===== config.mk =====
export PLATFORM = sky130hd
export DESIGN_NAME = calc_datapath
export DESIGN_NICKNAME = d
export VERILOG_FILES = /design/src/rtl/calc_datapath.sv
export SDC_FILE = /design/constraint.sdc
export NUM_CORES = 1
export LEC_CHECK = 0
export CAP_MARGIN = 20
export CORE_MARGIN = 3
export CORE_UTILIZATION = 49
export CTS_CLUSTER_SIZE = 24
export DETAILED_ROUTE_END_ITERATION = 8
export PLACE_DENSITY = 0.82
export SLEW_MARGIN = 20
export SYNTH_ARGS = -nofsm -noshare
export SYNTH_HDL_FRONTEND = slang
export SYNTH_SLANG_ARGS = --single-unit

===== constraint.sdc =====
create_clock -name clk -period 2.8 [get_ports clk]
set_input_delay 0.56 -clock clk [delete_from_list [all_inputs] [get_ports clk]]
set_output_delay 0.56 -clock clk [all_outputs]
set_load 0.02 [all_outputs]

===== src/rtl/calc_datapath.sv =====
// Purpose : operand/opcode capture and ALU stage of the calculator; registers result and flags.
// Latency : result, flags and result_valid update one clk edge after the opcode load (hold=4'b0111).
// Backpressure: none; loads are single-cycle strobes from the sequencer and cannot be stalled.
//
// Ports:
//   clk, rst           clock (rising edge), asynchronous active-low reset
//   estado [1:0]       sequencer state: 0 wait_op1, 1 wait_op2, 2 wait_op, 3 show_result
//   hold [3:0]         sequencer load code, valid for the single transition cycle
//   data_in [W-1:0]    switch bus: operand value, or opcode in bits [1:0]
//   display_value      value for the 7-segment driver (combinational from estado/data_in/result_q)
//   flags [3:0]        {N,Z,C,V} of the registered result
//   result_valid       high while a computed result is held
//   op1_q, op2_q       latched operands
module calc_datapath #(
   parameter int W = 16
) (
   input  logic         clk,
   input  logic         rst,
   input  logic [1:0]   estado,
   input  logic [3:0]   hold,
   input  logic [W-1:0] data_in,
   output logic [W-1:0] display_value,
   output logic [3:0]   flags,
   output logic         result_valid,
   output logic [W-1:0] op1_q,
   output logic [W-1:0] op2_q
);

   localparam logic [3:0] HOLD_OP1 = 4'b0001;
   localparam logic [3:0] HOLD_OP2 = 4'b0011;
   localparam logic [3:0] HOLD_OPC = 4'b0111;

   localparam logic [1:0] OPC_ADD = 2'b00;
   localparam logic [1:0] OPC_SUB = 2'b01;
   localparam logic [1:0] OPC_AND = 2'b10;

   localparam logic [1:0] ST_WAIT_OP1 = 2'd0;
   localparam logic [1:0] ST_WAIT_OP2 = 2'd1;
   localparam logic [1:0] ST_WAIT_OP  = 2'd2;
   localparam logic [1:0] ST_SHOW     = 2'd3;

   logic [1:0]   opc_q;
   logic [W-1:0] result_q;
   logic [1:0]   estado_q;

   // opc_q is kept for debug visibility only; fold it into a sink so it is not flagged as dead.
   logic         unused_opc;
   assign unused_opc = ^opc_q;

   // ALU works on the live opcode from data_in, not the stale opc_q.
   logic [1:0]   alu_opc;
   logic [W:0]   sum_ext;
   logic [W:0]   diff_ext;
   logic [W-1:0] alu_res;
   logic         alu_c;
   logic         alu_v;
   logic [3:0]   alu_flags;

   assign alu_opc  = data_in[1:0];
   assign sum_ext  = {1'b0, op1_q} + {1'b0, op2_q};
   assign diff_ext = {1'b0, op1_q} - {1'b0, op2_q};

   always_comb begin
      alu_res = '0;
      alu_c   = 1'b0;
      alu_v   = 1'b0;
      case (alu_opc)
         OPC_ADD: begin
            alu_res = sum_ext[W-1:0];
            alu_c   = sum_ext[W];
            // same-sign operands producing a differently-signed result
            alu_v   = (op1_q[W-1] == op2_q[W-1]) && (alu_res[W-1] != op1_q[W-1]);
         end
         OPC_SUB: begin
            alu_res = diff_ext[W-1:0];
            // bit W of the extended difference is the borrow; C means no borrow
            alu_c   = ~diff_ext[W];
            alu_v   = (op1_q[W-1] != op2_q[W-1]) && (alu_res[W-1] != op1_q[W-1]);
         end
         OPC_AND: alu_res = op1_q & op2_q;
         default: alu_res = op1_q | op2_q;
      endcase
      alu_flags = {alu_res[W-1], (alu_res == '0), alu_c, alu_v};
   end

   always_ff @(posedge clk or negedge rst) begin
      if (!rst) begin
         op1_q        <= '0;
         op2_q        <= '0;
         opc_q        <= 2'b00;
         result_q     <= '0;
         flags        <= 4'b0000;
         result_valid <= 1'b0;
         estado_q     <= ST_WAIT_OP1;
      end else begin
         estado_q <= estado;
         case (hold)
            HOLD_OP1: op1_q <= data_in;
            HOLD_OP2: op2_q <= data_in;
            HOLD_OPC: begin
               opc_q        <= alu_opc;
               result_q     <= alu_res;
               flags        <= alu_flags;
               result_valid <= 1'b1;
            end
            default: ;
         endcase
         // Sequencer leaving show_result back to wait_op1 retires the result.
         if (hold != HOLD_OPC && estado_q == ST_SHOW && estado == ST_WAIT_OP1)
            result_valid <= 1'b0;
      end
   end

   always_comb begin
      display_value = data_in;
      case (estado)
         ST_WAIT_OP1, ST_WAIT_OP2: display_value = data_in;
         ST_WAIT_OP:               display_value = {{(W-2){1'b0}}, data_in[1:0]};
         ST_SHOW:                  display_value = result_q;
         default:                  display_value = data_in;
      endcase
   end

endmodule


### Word level (Yosys, flattened, before mapping)

Index checks and enable logic that the tools add are counted.

* register bits after elaboration: 55
* bits of input ports: 24
* output and inout bits: 53
* logic and storage cells: 40

* add/subtract/negate cells: 2
* eq/ne operators: 14
* mux-type cells: 6
* bitwise operators: 3
* reduce and logical (&&, ||, !) cells: 9

Operator list (number)
* $pmux 16 s3: 2
* $add 16x16->17: 1
* $sub 16x16->17: 1
* $and 16x16->16: 1
* $logic_not 16->1: 1
* $or 16x16->16: 1
* $eq 2x2->1 const B: 4
* $eq 2x1->1 const B: 2
* $eq 4x1->1 const B: 1
* $eq 4x2->1 const B: 1
* $eq 4x3->1 const B: 1
* $logic_and 1x1->1: 4
* $logic_not 2->1: 2
* $ne 4x3->1 const B: 1
* $pmux 1 s2: 2
* $ne 1x1->1: 3
* $mux 1: 2
* $reduce_bool 2->1: 1
* $reduce_or 2->1: 1
* $eq 1x1->1: 1
* $not 1->1: 1

### Depth between registers and ports, before layout

* depth after elaboration: 4
* mapped depth: 12
* gate-level depth less buffers: 12

### Worst setup path before layout

No wires, ideal clock.

* kind: register to register
* start: register op1_q[9]
* end: register flags[3]
* setup time: 125 ps
* arrival time: 2677 ps
* required time: 2675 ps
* path slack: -2 ps
* cell stages (with the launch flop): 13
* path buffers: 1
* period minus slack after synthesis: 2802 ps
* cell sequence: dfrtp_1 inv_1 ha_1 buf_2 or3_4 nor3_2 nand2_1 o21bai_1 a21o_1 a211oi_2 xor2_1 o21ai_0 mux2_2

* longest elaborated chain between the ends: 2
* elaborated cells on any way between the ends: 3
* classes of those cells: add/sub: 2; mux: 1

Ends and longest elaborated chain
* start: declaration: RTL line 25 `output logic [W-1:0] op1_q,`
* start signal: assignment: RTL line 98 `HOLD_OP1: op1_q <= data_in;`
* $sub 16x16->17 / $add 16x16->17 (equally long branches): RTL line 61, 60
* $pmux 16 s3 (*): RTL line 67 `case (alu_opc)`
* end signal: assignment: RTL line 103 `flags <= alu_flags;`
* end: declaration: RTL line 23 `output logic [3:0] flags,`

Mark *: on every way between the ends. The rest lies on a longest branch, timed or not.
A chain may end at the register's enable or synchronous reset.

### Worst setup path after layout

* start: register op1_q[6]
* end: register flags[2]

* longest elaborated chain between the ends: 3
* elaborated cells on any way between the ends: 6
* classes of those cells: add/sub: 2; mux: 1; bitwise: 2; reduce/logical: 1

Ends and longest elaborated chain
* $sub 16x16->17 (tied with other cells): RTL line 61 `assign diff_ext = {1'b0, op1_q} - {1'b0, op2_q};`
* $pmux 16 s3 (*): RTL line 67
* $logic_not 16->1 (*): RTL line 83 `alu_flags = {alu_res[W-1], (alu_res == '0), alu_c, alu_v};`

Marked as above.

==> parameters.txt <==
Parameter                              Value

Critical path
  Worst path required time ... 3.03 ns
  Kind of capture point of the worst setup path ... flop
  Signal arrival time at the worst endpoint ... 3.15 ns
  Worst Setup Start Kind ... flop
  Kind of critical path ... reg2reg
  Maximum fanout along the worst path ... 3

CTS
  Clock buffer count from CTS ... 5
  CTS tree ... yes
  Cts-stage hold buffer count ... 0
  Library cell used as clock root buffer ... sky130_fd_sc_hd__clkbuf_8
  Clk sinks ... 54
  Clock buffer depth ... 2
  Depth of the CTS H-tree ... 2
  Clock latency on the worst-skew pair ... 0.31 ns
  Reg clk slew, reported paths ... 0.10 ns

Drt
  Final ANT Viol Nets ... 0
  Number of detailed-route iterations in the first pass ... 5
  Number of remaining DRC errors ... 0
  Iteration-0 DRC Markers ... 376
  Detailed Route WL ... 14.3 mm
  Via density ... 5.81
  Via Count ... 4716
  Drt wl/cell ... 17.7 um

Synth
  Avg Cell Area, Syn ... 7.92 um2
  Number of storage elements in the synthesis netlist ... 54
  Synthesized netlist cell count ... 565
  EDFF count, synth ... 0
  Number of distinct library cells after synthesis ... 60
  Sequential area share after synthesis ... 0.302
  Fraction of registers with async set/reset ... 1.00
  Most used DFF post-synth ... sky130_fd_sc_hd__dfrtp_1
  Net Count, Synth ... 640
  Number of warning messages in the yosys log ... 0
  Post-Syn Area ... 0.00448 mm2

STA
  Crit path time final ... 2.93 ns
  Post-route fraction of the period consumed by the critical path ... 1.04
  Worst Max-Slew Pin Slew ... 0.725 ns
  Setup tns final ... -0.130 ns
  Unrepaired setup endpoints after global routing ... yes
  Final number of hold-violating endpoints ... 0
  Fmax ... 0.342 GHz
  Final setup fails ... 2
  Slew Limit Headroom ... 0.516
  Number of pins with negative max-slew slack in the final report ... 0
  Final Skew ... 0.00869 ns
  Post-route worst setup slack ... -0.125 ns

Power and ir drop
  Pwr Total ... 4750 uW
  Switching part of the total power ... 0.430
  Clock share of power ... 0.115
  Static leakage ... 0.00304 uW
  Comb power frac ... 0.648
  Worst IR drop on VDD ... 0.404 mV
  Seq pwr share ... 0.236
  Total net switching power ... 2040 uW
  Internal power of the cells ... 2710 uW
  Power density over the cells ... 743 mW/mm2

Cells and area
  Number of antenna cells inserted ... 0
  # nets final ... 778
  Share of layout cells above drive strength 1 ... 0.236
  Fin util ... 0.726
  Post-route non-filler standard cell count ... 812
  Combined area of the multi-input logic cells ... 0.00308 mm2
  Total area of sequential cells ... 0.00136 mm2
  Fillcell total ... 647
  Synth-to-Final Area Change ... 42.8%

Run
  Max-capacitance violation count ... 0

Floorplan
  Die Area ... 0.0103 mm2
  Die Y ... 102 um
  Die Wd ... 102 um
  Row Count ... 34
  Core area ... 0.00881 mm2
  Initial cell density of the core ... 0.508
  Boundary Pins ... 77

Place
  Number of port buffers ... 76
  Detailed placement HPWL ... 10.4 mm
  Pre-CTS setup slack ... -0.153 ns
  Cell Count Post-Placement ... 799
  Gp weighted congestion ... 1.01

Worst hold path
  Path class of the lowest-slack min-delay path ... in2async

Global routing
  Initial antenna violation count ... 0
  Total track usage ... 0.275
  Vias in the first global route ... 4691
  Total gr overflow ... 0
  Pin count of the biggest net entering global routing ... 55
  Global-route wire length before repair ... 22.6 mm

Outcome
  Outcome ... finished with violations
  Violated checks ... setup timing
==> state kept, by name, summed over array words and instances (netlist names) <==
signal / cells
result_q: 15
estado_q: 2
flags: 4
result_valid: 1
op1_q: 16
op2_q: 16
==> layout make-up <==
class / count / share of cell area
multi-input cells: 417 / 0.481
flip-flops and latches: 54 / 0.212
clock buffers: 5 / 0.0108
well taps: 108 / 0.0211
repair buffers: 167 / 0.234
inverters: 58 / 0.0341
clock inverters: 3 / 0.00705
==> synth_stat cells (all sizes together) (3+ instances only) <==
cell type	n	share of area
dfrtp	54	0.30
or4	3	0.0050
or3	4	0.0067
a211oi	9	0.017
o21ai	78	0.087
o31ai	7	0.013
nor3b	3	0.0050
ha	49	0.14
nor2	25	0.021
inv	58	0.049
a21oi	27	0.031
xor2	4	0.0078
nand2b	6	0.0084
nor4b	3	0.0059
xnor2	8	0.016
and2	3	0.0048
buf	8	0.011
clkbuf	28	0.023
nor2b	6	0.0084
a211o	3	0.0059
o21bai	5	0.0084
o211ai	6	0.011
mux2	4	0.010
a221oi	5	0.011
nand3	11	0.012
nand2	90	0.075
mux2i	8	0.018
nand4	6	0.0084
nor3	11	0.013
a21o	8	0.013
==> path summary, 6_finish.rpt <==
kind | startpoint | cells past startpoint | slack [ns] | end
min reg2reg | result_q[11]$_DFFE_PN0P_ | 2 | 0.48 | result_q[11]$_DFFE_PN0P_
min in group clk | result_q[11]$_DFFE_PN0P_ | 2 | 0.48 | result_q[11]$_DFFE_PN0P_
min | rst | 2 | 0.37 | op2_q[5]$_DFFE_PN0N_
max reg2reg | op1_q[6]$_DFFE_PN0N_ | 11 | -0.13 | flags[2]$_DFFE_PN0P_
max | op1_q[6]$_DFFE_PN0N_ | 11 | -0.13 | flags[2]$_DFFE_PN0P_
max in group asynchronous | rst | 2 | 1.90 | op2_q[0]$_DFFE_PN0N_
==> power by group through the flow <==
stage               combinational (uW)  clock (uW)  sequential (uW)
global placement                  2630           0             1110
global route                      3320         594             1150
detailed placement                2700           0             1130
floorplan                         1420           0             1250
finish                            3080         547             1120
CTS                               2810         559             1110
==> stage by stage <==
stage          cell area [um2]  hold slack, ns
3_5_place_dp              5910           0.462
4_1_cts                   6130           0.404
5_1_grt                   6390           0.426
6_report                  6390           0.374
3_3_place_gp              5910           0.458
2_1_floorplan             4480           0.264
==> per-layer routing <==
| layer | global-route usage | wire (um) | vias to the layer above |
|---|---|---|---|
| met5 | 0 | 0 | - |
| met4 | 0.0665 | 279 | 0 |
| met3 | 0.0379 | 1000 | 32 |
| met2 | 0.475 | 7050 | 221 |
| met1 | 0.363 | 6010 | 2249 |
| li1 | - | - | 2214 |
==> critical path, stage by stage, from the launching register on <==
cell	delay, ns
sky130_fd_sc_hd__dfrtp_1	0.41
sky130_fd_sc_hd__inv_1	0.12
sky130_fd_sc_hd__ha_4	0.21
sky130_fd_sc_hd__a21o_1	0.20
sky130_fd_sc_hd__a221oi_4	0.33
sky130_fd_sc_hd__o211ai_2	0.18
sky130_fd_sc_hd__a21oi_2	0.16
sky130_fd_sc_hd__nor3_2	0.06
sky130_fd_sc_hd__or4_4	0.54
sky130_fd_sc_hd__a31oi_4	0.20
sky130_fd_sc_hd__nand4_1	0.17
sky130_fd_sc_hd__o31ai_2	0.27
==> logic make-up (layout without fill, tap and decap cells) <==
logic type,Yosys count,count (layout),share of synthesized area
AO/OA/AOI/OAI,165,165,0.233
multiplexers,12,12,0.0280
AND/OR/NAND/NOR,177,177,0.185
XOR/XNOR,12,12,0.0235
flip-flops,54,54,0.302
buffers and inverters,94,233,0.0827
adder cells (fa/ha/maj),51,51,0.146
==> cells in the final DEF, fill, tap and decap left out, types with 10 or more instances in the layout <==
cell type and instances:
sky130_fd_sc_hd__nand2_1 90, sky130_fd_sc_hd__buf_4 88, sky130_fd_sc_hd__o21ai_0 71, sky130_fd_sc_hd__clkdlybuf4s50_1 60, sky130_fd_sc_hd__inv_1 51, sky130_fd_sc_hd__dfrtp_1 51, sky130_fd_sc_hd__ha_1 34, sky130_fd_sc_hd__a21oi_1 24
sky130_fd_sc_hd__nor2_1 24, sky130_fd_sc_hd__dlymetal6s2s_1 12, sky130_fd_sc_hd__nand3_1 10
==> repair_timing <==
| item | CTS | global route |
|---|---|---|
| pin swaps | 4 | 28 |
| setup buffers | 1 | 5 |
| endpoints found under the setup margin | 6 | 20 |
| endpoints found under the hold margin | 0 | 0 |
| gates resized for setup | 22 | 57 |
Note: power is estimated with default switching activity, not from simulation.
